`src/rtl/key_cmd_arbiter.sv`:
```
// key_cmd_arbiter: collects debounced key pulses, adds auto-repeat for held
// keys, keeps one pending event per key and hands them to the game engine
// one at a time over valid/ready, using round-robin to prevent starvation.
module key_cmd_arbiter #(
    parameter int unsigned          NUM_KEYS     = 5,
    parameter int unsigned          ID_W         = 3,
    parameter int unsigned          CNT_W        = 24,
    parameter int unsigned          REPEAT_DELAY = 12_500_000,
    parameter int unsigned          REPEAT_RATE  = 2_500_000,
    parameter logic [NUM_KEYS-1:0]  REPEAT_MASK  = 5'b00111
) (
    input  logic                clk,
    input  logic                rst_n,
    input  logic [NUM_KEYS-1:0] key_pulse,
    input  logic [NUM_KEYS-1:0] key_held,
    input  logic                flush,
    input  logic                cmd_ready,
    output logic                cmd_valid,
    output logic [ID_W-1:0]     cmd_id,
    output logic                overflow
);

    typedef enum logic [1:0] {
        ST_IDLE,
        ST_DELAY,
        ST_REPEAT
    } rep_state_t;

    localparam logic [CNT_W-1:0] DELAY_LAST = CNT_W'(REPEAT_DELAY - 1);
    localparam logic [CNT_W-1:0] RATE_LAST  = CNT_W'(REPEAT_RATE - 1);

    rep_state_t          state_q, state_d;
    logic [CNT_W-1:0]    cnt_q, cnt_d;
    logic [ID_W-1:0]     rep_key_q, rep_key_d;
    logic [NUM_KEYS-1:0] pending_q, pending_d;
    logic                cmd_valid_q, cmd_valid_d;
    logic [ID_W-1:0]     cmd_id_q, cmd_id_d;
    logic                overflow_q, overflow_d;
    logic [ID_W-1:0]     rr_ptr_q, rr_ptr_d;

    logic [NUM_KEYS-1:0] mpulse;
    logic                m_found;
    logic [ID_W-1:0]     m_key;
    logic [NUM_KEYS-1:0] rep_onehot;
    logic                held_rep;
    logic [CNT_W-1:0]    cnt_limit;
    logic                repeat_tick;

    logic [NUM_KEYS-1:0] rot;
    logic                found;
    logic [ID_W-1:0]     pick;
    int unsigned         sum;
    logic                load_en;
    logic [NUM_KEYS-1:0] set_vec;
    logic [NUM_KEYS-1:0] load_vec;

    // Auto-repeat FSM: next state, counter and repeat tick for the latest masked key
    always_comb begin
        state_d     = state_q;
        cnt_d       = cnt_q;
        rep_key_d   = rep_key_q;
        repeat_tick = 1'b0;
        mpulse      = key_pulse & REPEAT_MASK;
        m_found     = 1'b0;
        m_key       = '0;
        for (int unsigned k = 0; k < NUM_KEYS; k++) begin
            if (!m_found && ((mpulse >> k) & NUM_KEYS'(1)) != '0) begin
                m_found = 1'b1;
                m_key   = ID_W'(k);
            end
        end
        rep_onehot = NUM_KEYS'(1) << rep_key_q;
        held_rep   = |(key_held & rep_onehot);
        cnt_limit  = (state_q == ST_DELAY) ? DELAY_LAST : RATE_LAST;

        case (state_q)
            ST_IDLE: begin
                if (m_found) begin
                    rep_key_d = m_key;
                    cnt_d     = '0;
                    state_d   = ST_DELAY;
                end
            end
            ST_DELAY, ST_REPEAT: begin
                // A fresh masked press outranks both release and tick
                if (m_found) begin
                    rep_key_d = m_key;
                    cnt_d     = '0;
                    state_d   = ST_DELAY;
                end else if (!held_rep) begin
                    cnt_d   = '0;
                    state_d = ST_IDLE;
                end else if (cnt_q == cnt_limit) begin
                    repeat_tick = 1'b1;
                    cnt_d       = '0;
                    state_d     = ST_REPEAT;
                end else begin
                    cnt_d = cnt_q + CNT_W'(1);
                end
            end
            default: begin
                cnt_d   = '0;
                state_d = ST_IDLE;
            end
        endcase

        if (flush) begin
            repeat_tick = 1'b0;
            cnt_d       = '0;
            state_d     = ST_IDLE;
        end
    end

    // Pending set/clear, round-robin pick and output register next values
    always_comb begin
        load_en = !cmd_valid_q || cmd_ready;
        // Rotate pending so bit 0 corresponds to rr_ptr, then take the lowest set bit
        rot   = NUM_KEYS'({pending_q, pending_q} >> rr_ptr_q);
        found = 1'b0;
        pick  = '0;
        sum   = 0;
        for (int unsigned k = 0; k < NUM_KEYS; k++) begin
            if (!found && ((rot >> k) & NUM_KEYS'(1)) != '0) begin
                found = 1'b1;
                sum   = 32'(rr_ptr_q) + k;
                if (sum >= NUM_KEYS) begin
                    sum = sum - NUM_KEYS;
                end
                pick = ID_W'(sum);
            end
        end

        set_vec  = key_pulse | (repeat_tick ? (NUM_KEYS'(1) << rep_key_q) : '0);
        load_vec = (load_en && found) ? (NUM_KEYS'(1) << pick) : '0;

        pending_d   = (pending_q & ~load_vec) | set_vec;
        overflow_d  = |(set_vec & pending_q & ~load_vec);
        cmd_valid_d = cmd_valid_q;
        cmd_id_d    = cmd_id_q;
        rr_ptr_d    = rr_ptr_q;

        if (load_en) begin
            if (found) begin
                cmd_valid_d = 1'b1;
                cmd_id_d    = pick;
                rr_ptr_d    = (pick == ID_W'(NUM_KEYS - 1)) ? '0 : pick + ID_W'(1);
            end else begin
                cmd_valid_d = 1'b0;
            end
        end

        if (flush) begin
            pending_d   = '0;
            overflow_d  = 1'b0;
            cmd_valid_d = 1'b0;
            cmd_id_d    = cmd_id_q;
            rr_ptr_d    = rr_ptr_q;
        end
    end

    // State registers with asynchronous active-low reset
    always_ff @(posedge clk or negedge rst_n) begin
        if (!rst_n) begin
            state_q     <= ST_IDLE;
            cnt_q       <= '0;
            rep_key_q   <= '0;
            pending_q   <= '0;
            cmd_valid_q <= 1'b0;
            cmd_id_q    <= '0;
            overflow_q  <= 1'b0;
            rr_ptr_q    <= '0;
        end else begin
            state_q     <= state_d;
            cnt_q       <= cnt_d;
            rep_key_q   <= rep_key_d;
            pending_q   <= pending_d;
            cmd_valid_q <= cmd_valid_d;
            cmd_id_q    <= cmd_id_d;
            overflow_q  <= overflow_d;
            rr_ptr_q    <= rr_ptr_d;
        end
    end

    assign cmd_valid = cmd_valid_q;
    assign cmd_id    = cmd_id_q;
    assign overflow  = overflow_q;

endmodule
```
`config.mk`:
```
export PLATFORM = sky130hd
export DESIGN_NAME = key_cmd_arbiter
export DESIGN_NICKNAME = d
export VERILOG_FILES = /design/src/rtl/key_cmd_arbiter.sv
export SDC_FILE = /design/constraint.sdc
export NUM_CORES = 1
export LEC_CHECK = 0
export ABC_AREA = 1
export CAP_MARGIN = 20
export CORE_MARGIN = 8
export CORE_UTILIZATION = 31
export DETAILED_ROUTE_END_ITERATION = 7
export PLACE_DENSITY = 0.5
export SYNTH_ARGS = -nofsm -noshare
export SYNTH_HDL_FRONTEND = slang
export SYNTH_SLANG_ARGS = --single-unit
```
`constraint.sdc`:
```
create_clock -name clk -period 7.7 [get_ports clk]
set_input_delay 1.54 -clock clk [delete_from_list [all_inputs] [get_ports clk]]
set_output_delay 1.54 -clock clk [all_outputs]
set_load 0.02 [all_outputs]
```
**Yosys cells after proc, flatten, opt, wreduce, memory -nomap -nowiden**

Cells that the tools add are included.

- Logic and storage cells: 111
- Bits in registers: 42
- Output and inout port bits: 5
- Input bits: 14

- Bitwise gates (word level): 8
- Multiplexer cells: 46
- $add $sub $neg: 11
- Reduce and logical (&&, ||, !) cells: 24
- Shift-type cells: 3
- Magnitude comparators: 5
- Equal/unequal tests: 6

Operators with widths:

| cell | count |
|---|---|
| 24-bit 2-to-1 mux | 6 |
| 24-bit case mux with 2 select lines | 1 |
| 3-bit 2-to-1 mux | 11 |
| 24-bit by 1-bit adder with 24-bit output (second input constant) | 1 |
| 24-bit == test | 1 |
| 5-bit AND | 4 |
| 1-bit 2-to-1 mux | 18 |
| 4-bit by 3-bit >= comparator with 1-bit output (second input constant) | 4 |
| 5-bit 2-to-1 mux | 3 |
| 3-bit subtractor (second input constant) | 5 |
| 2-bit 2-to-1 mux | 6 |
| 5-bit bitwise OR | 2 |
| 5-bit OR reduction | 2 |
| 1-bit by 3-bit left shift with 5-bit output (first input constant) | 2 |
| 10-bit by 3-bit >> shifter with 5-bit output | 1 |
| 3-bit by 2-bit adder with 4-bit output (second input constant) | 2 |
| 1-bit logical AND | 7 |
| 1-bit logical NOT | 7 |
| 5-bit != test (second input constant) | 1 |
| 5-bit inverter | 1 |
| 3-bit by 1-bit adder with 4-bit output (second input constant) | 1 |
| 3-bit by 3-bit adder with 4-bit output (second input constant) | 1 |
| 2-bit case mux with 2 select lines | 1 |
| 2-bit AND reduction | 2 |
| other kinds (13) | 13 |

**Depth between registers and ports, before layout**

- Depth after elaboration: 20
- Mapped depth: 22
- Depth with buffers taken out: 21

**Worst setup path after synthesis**

Ideal clock, no wire load.

- Kind: in2reg
- Start point: input port flush
- End point: register cnt_q[21]
- Slack: 4.827 ns
- Library setup time: 0.129 ns
- Stages: 12
- Data arrival time: 2.744 ns
- Required time: 7.571 ns
- Path buffers: 1
- Cell sequence: buf_4 > nor2_1 > nand2_1 > nand2_1 > nor2_1 > nand2_1 > nor3_2 > nand3_1 > nor2_1 > nand2_1 > nor3_1 > nor3_1

- Cells in the longest elaborated chain, start to end: 1
- Elaborated cells on any way between the ends: 2
- Classes of those cells: eq/ne (1); mux (1)

Ends and longest elaborated chain:

| what | line | text |
|---|---|---|
| start: declaration | 16 | `input logic flush,` |
| 3-bit != test (no line) / 24-bit 2-to-1 mux (equally long branches) | - |  |
| end signal: assignment | 174 | `cnt_q <= cnt_d;` |
| end: declaration | 33 | `logic [CNT_W-1:0] cnt_q, cnt_d;` |

Parallel ways exist; a longest one is shown, timed or not.
A chain may end at the register's enable or synchronous reset.

**Final worst setup path**

- Start point: input port flush
- End point: register cnt_q[11]

The elaborated chain is that of the path after synthesis.

==> results.sh <==
export IMPL_r2r_cells=18
export IMPL_comb_power_share_pct=62.8
export IMPL_vdd_drop_max_uv=146.9
export IMPL_slew_headroom_pct=55.03
export IMPL_crit_path_max_fanout=15
export IMPL_drt_iter0_markers=94
export IMPL_die_h_um=117.0
export IMPL_grt_overflow=0
export IMPL_numCtsBuffers=5
export IMPL_grt_max_degree=42
export IMPL_final_common_cell="nand2_1"
export IMPL_max_freq_mhz=251.1
export IMPL_die_w_um=117.0
export IMPL_groute_usage_overall_pct=12.43
export IMPL_routed_wl_um=7678
export IMPL_drive_gt1_share_pct=10.60
export IMPL_status="completed"
export IMPL_arrival_ps=4140
export IMPL_synth_edf_count=0
export IMPL_slowest_stage="clkdlybuf4s50_1"
export IMPL_worstHoldPathCells=1
export IMPL_place_gp_congestion=0.8274
export IMPL_p_leak_uw=0.001548
export IMPL_dp_cells=580
export IMPL_ys_async_sr_fraction_pct=100.0
export IMPL_antenna_found_initial=0
export IMPL_fin_area_mm2=0.003542
export IMPL_nets=484
export IMPL_rrSetupSlack_ps=4340
export IMPL_crit_type="in2reg"
export IMPL_hold_ws_ps=515.8
export IMPL_final_cell_mix="nand2_1, inv_1, nor2_1"
export IMPL_timing_setup_tns_ps=0
export IMPL_synth_top_flop_cell="dfrtp_1"
export IMPL_final_instance_count_excl_fill=589
export IMPL_drc_errors=0
export IMPL_hold_violations=0
export IMPL_rsz0062_at_grt="false"
export IMPL_cts_tree="done"
export IMPL_syn_nets=466
export IMPL_cts_setup_buffers=0
export IMPL_yosysSeqAreaShare_pct=32.45
export IMPL_rows=37
export IMPL_antenna_left=0
export IMPL_cts_sinks=41
export IMPL_worstHoldStart="cmd_id[0]$_DFFE_PN0P_"
export IMPL_place_area_mm2=0.003442
export IMPL_max_cap_violations=0
export IMPL_powerDensity_mw_per_mm2=326.5
export IMPL_worstReg2RegStart="rr_ptr_q[0]$_DFFE_PN0P_"
export IMPL_avgSynthCellArea_um2=7.285
export IMPL_clkLatencyLatePin_ps=290
export IMPL_intPower_uw=565.1
export IMPL_worstHoldEndpoint="cmd_id[0]$_DFFE_PN0P_"
export IMPL_dp_hpwl_um=5913
export IMPL_postCtsHoldBufs=0
export IMPL_switching_power_uw=591.3
export IMPL_endpoint_kind="flip-flop"
export IMPL_required_ps=7860
export IMPL_skew_ps=8.636
export IMPL_worst_slew_pin_slew_ps=673.9
export IMPL_r2r_end="overflow$_DFF_PN0_"
export IMPL_htreeDepth=2
export IMPL_crit_chain="clkdlybuf4s50_1 -> nor2_1 -> nand2_1 -> inv_1 -> nor2_2 -> inv_2 -> o41ai_1 -> a21oi_1"
export IMPL_netSwitchingFraction_pct=51.13
export IMPL_initial_core_util_pct=31.33
export IMPL_first_global_vias=2873
export IMPL_vias=2822
export IMPL_syn_instance_count=434
export IMPL_synth_area_mm2=0.003162
export IMPL_critical_path_top_delay_family="buffers and inverters"
export IMPL_post_route_period_util_pct=51.72
export IMPL_synthDistinctLibCells=48
export IMPL_die_area_mm2=0.01369
export IMPL_power_frac_seq_pct=25.3
export IMPL_cp_start_kind="primary input"
export IMPL_hp_class="reg2reg"
export IMPL_path_buf_inv=3
export IMPL_syn_to_final_growth_pct=12.03
export IMPL_crit_start="flush"
export IMPL_cpPeakStageDelay_ps=770
export IMPL_yosysWarnings=0
export IMPL_synth_seq_cells=41
export IMPL_finalSetupViolations=0
export IMPL_wire_per_inst_um=13.04
export IMPL_antenna_cells=0
export IMPL_min_period_ps=3983
export IMPL_path_clk_slew_ps=80
export IMPL_fill_cells=1138
export IMPL_grt_first_pass_wirelength_um=13360
export IMPL_coreArea_mm2=0.01009
export IMPL_drv_slew=0
export IMPL_root_buffer="clkbuf_8"
export IMPL_io_pins=19
export IMPL_vias_per_cell=4.791
export IMPL_cts_resized=0
export IMPL_p_clk_share_pct=11.9
export IMPL_portBuffers=17
export IMPL_drt_first_pass_iters=5
export IMPL_clockBufferDepth=2
==> layout make-up <==
cell class	count	area, µm²	area share, %
Clock buffer	8	80.08	2.261
Inverter	59	224.0	6.323
Multi-Input combinational cell	327	1857	52.42
Sequential cell	41	1026	28.96
Tap cell	136	170.2	4.804
Timing Repair Buffer	18	185.2	5.228
==> registers in the layout, indices dropped and copies added (netlist names) <==
name	flops
cmd_id	3
cmd_valid	1
cnt_q	24
overflow	1
pending_q	5
rep_key_q	2
rr_ptr_q	3
state_q	2
==> metal layers <==
metal	part of all wire (%)	vias up	global-route usage, %	wire length, µm
met3	1.9	10	1.847	147
met4	1.8	0	4.949	138
met5	0	-	0	0
met1	45	1316	14.23	3461
li1	-	1466	-	-
met2	51	30	22.67	3930
==> how the worst max path moves through the flow <==
stage / to / slack (ps) / cells past startpoint
3_3_place_gp: cnt_q[11]$_DFFE_PN0P_ / 3340 / 8
6_report: cnt_q[11]$_DFFE_PN0P_ / 3720 / 8
4_1_cts: cnt_q[11]$_DFFE_PN0P_ / 3650 / 8
2_1_floorplan: cnt_q[21]$_DFFE_PN0P_ / 4830 / 12
5_1_grt: cnt_q[21]$_DFFE_PN0P_ / 3390 / 12
3_5_place_dp: cnt_q[11]$_DFFE_PN0P_ / 3330 / 8
==> power groups by stage <==
stage	sequential, µW	combinational, µW	clock, µW
floorplan	280	588	0
global placement	297	724	0
detailed placement	298	734	0
CTS	293	737	147
global route	299	833	154
finish	292	726	138
==> per-stage QoR <==
| stage | utilization, % | power [µW] | setup WS (ps) |
|---|---|---|---|
| 2_1_floorplan | - | 867.9 | 4827 |
| 3_3_place_gp | 34.11 | 1021 | 3341 |
| 3_5_place_dp | 34.11 | 1031 | 3333 |
| 4_1_cts | 34.90 | 1177 | 3655 |
| 5_1_grt | 35.10 | 1285 | 3391 |
| 6_report | 35.10 | 1156 | 3718 |
==> worst reg2reg max path, stage by stage, from the launching register on <==
cell and delay, ps:
dfrtp_1 590, inv_2 370, ha_1 200, inv_1 60, fa_1 360, o21bai_1 240, xor2_1 160, nor2_1 60
nor3_1 170, nand3_1 90, nand2_1 140, inv_1 80, ha_1 180, ha_1 190, nand2_2 80, nand3_1 60
nand2_1 70, nor2_1 40, a21oi_1 120
==> Yosys cell counts, types with 4 or more instances <==
library cell	count	share of area, %
xor2_1	8	2.2
nor2_1	46	5.5
nand3_1	30	4.7
nand3_2	7	2.2
a31oi_1	5	0.99
nand4_1	10	2.0
nor3_1	15	2.4
a21oi_1	19	3.0
nand2_2	5	0.99
nand2_1	101	12
nor2_2	4	0.79
ha_1	17	6.7
inv_1	50	5.9
o21ai_0	20	3.2
inv_2	8	0.95
dfrtp_1	41	32
==> kinds of logic (layout without fill, tap and decap cells) <==
kind of cell | count (synthesis) | after routing | share of synthesized area [%]
flip-flops | 41 | 41 | 32.45
AO/OA/AOI/OAI | 64 | 64 | 12.43
buffers and inverters | 66 | 85 | 8.825
adder cells (fa/ha/maj) | 18 | 18 | 7.360
XOR/XNOR | 10 | 10 | 2.770
AND/OR/NAND/NOR | 235 | 235 | 36.17
Note: power is estimated with default switching activity, not from simulation.
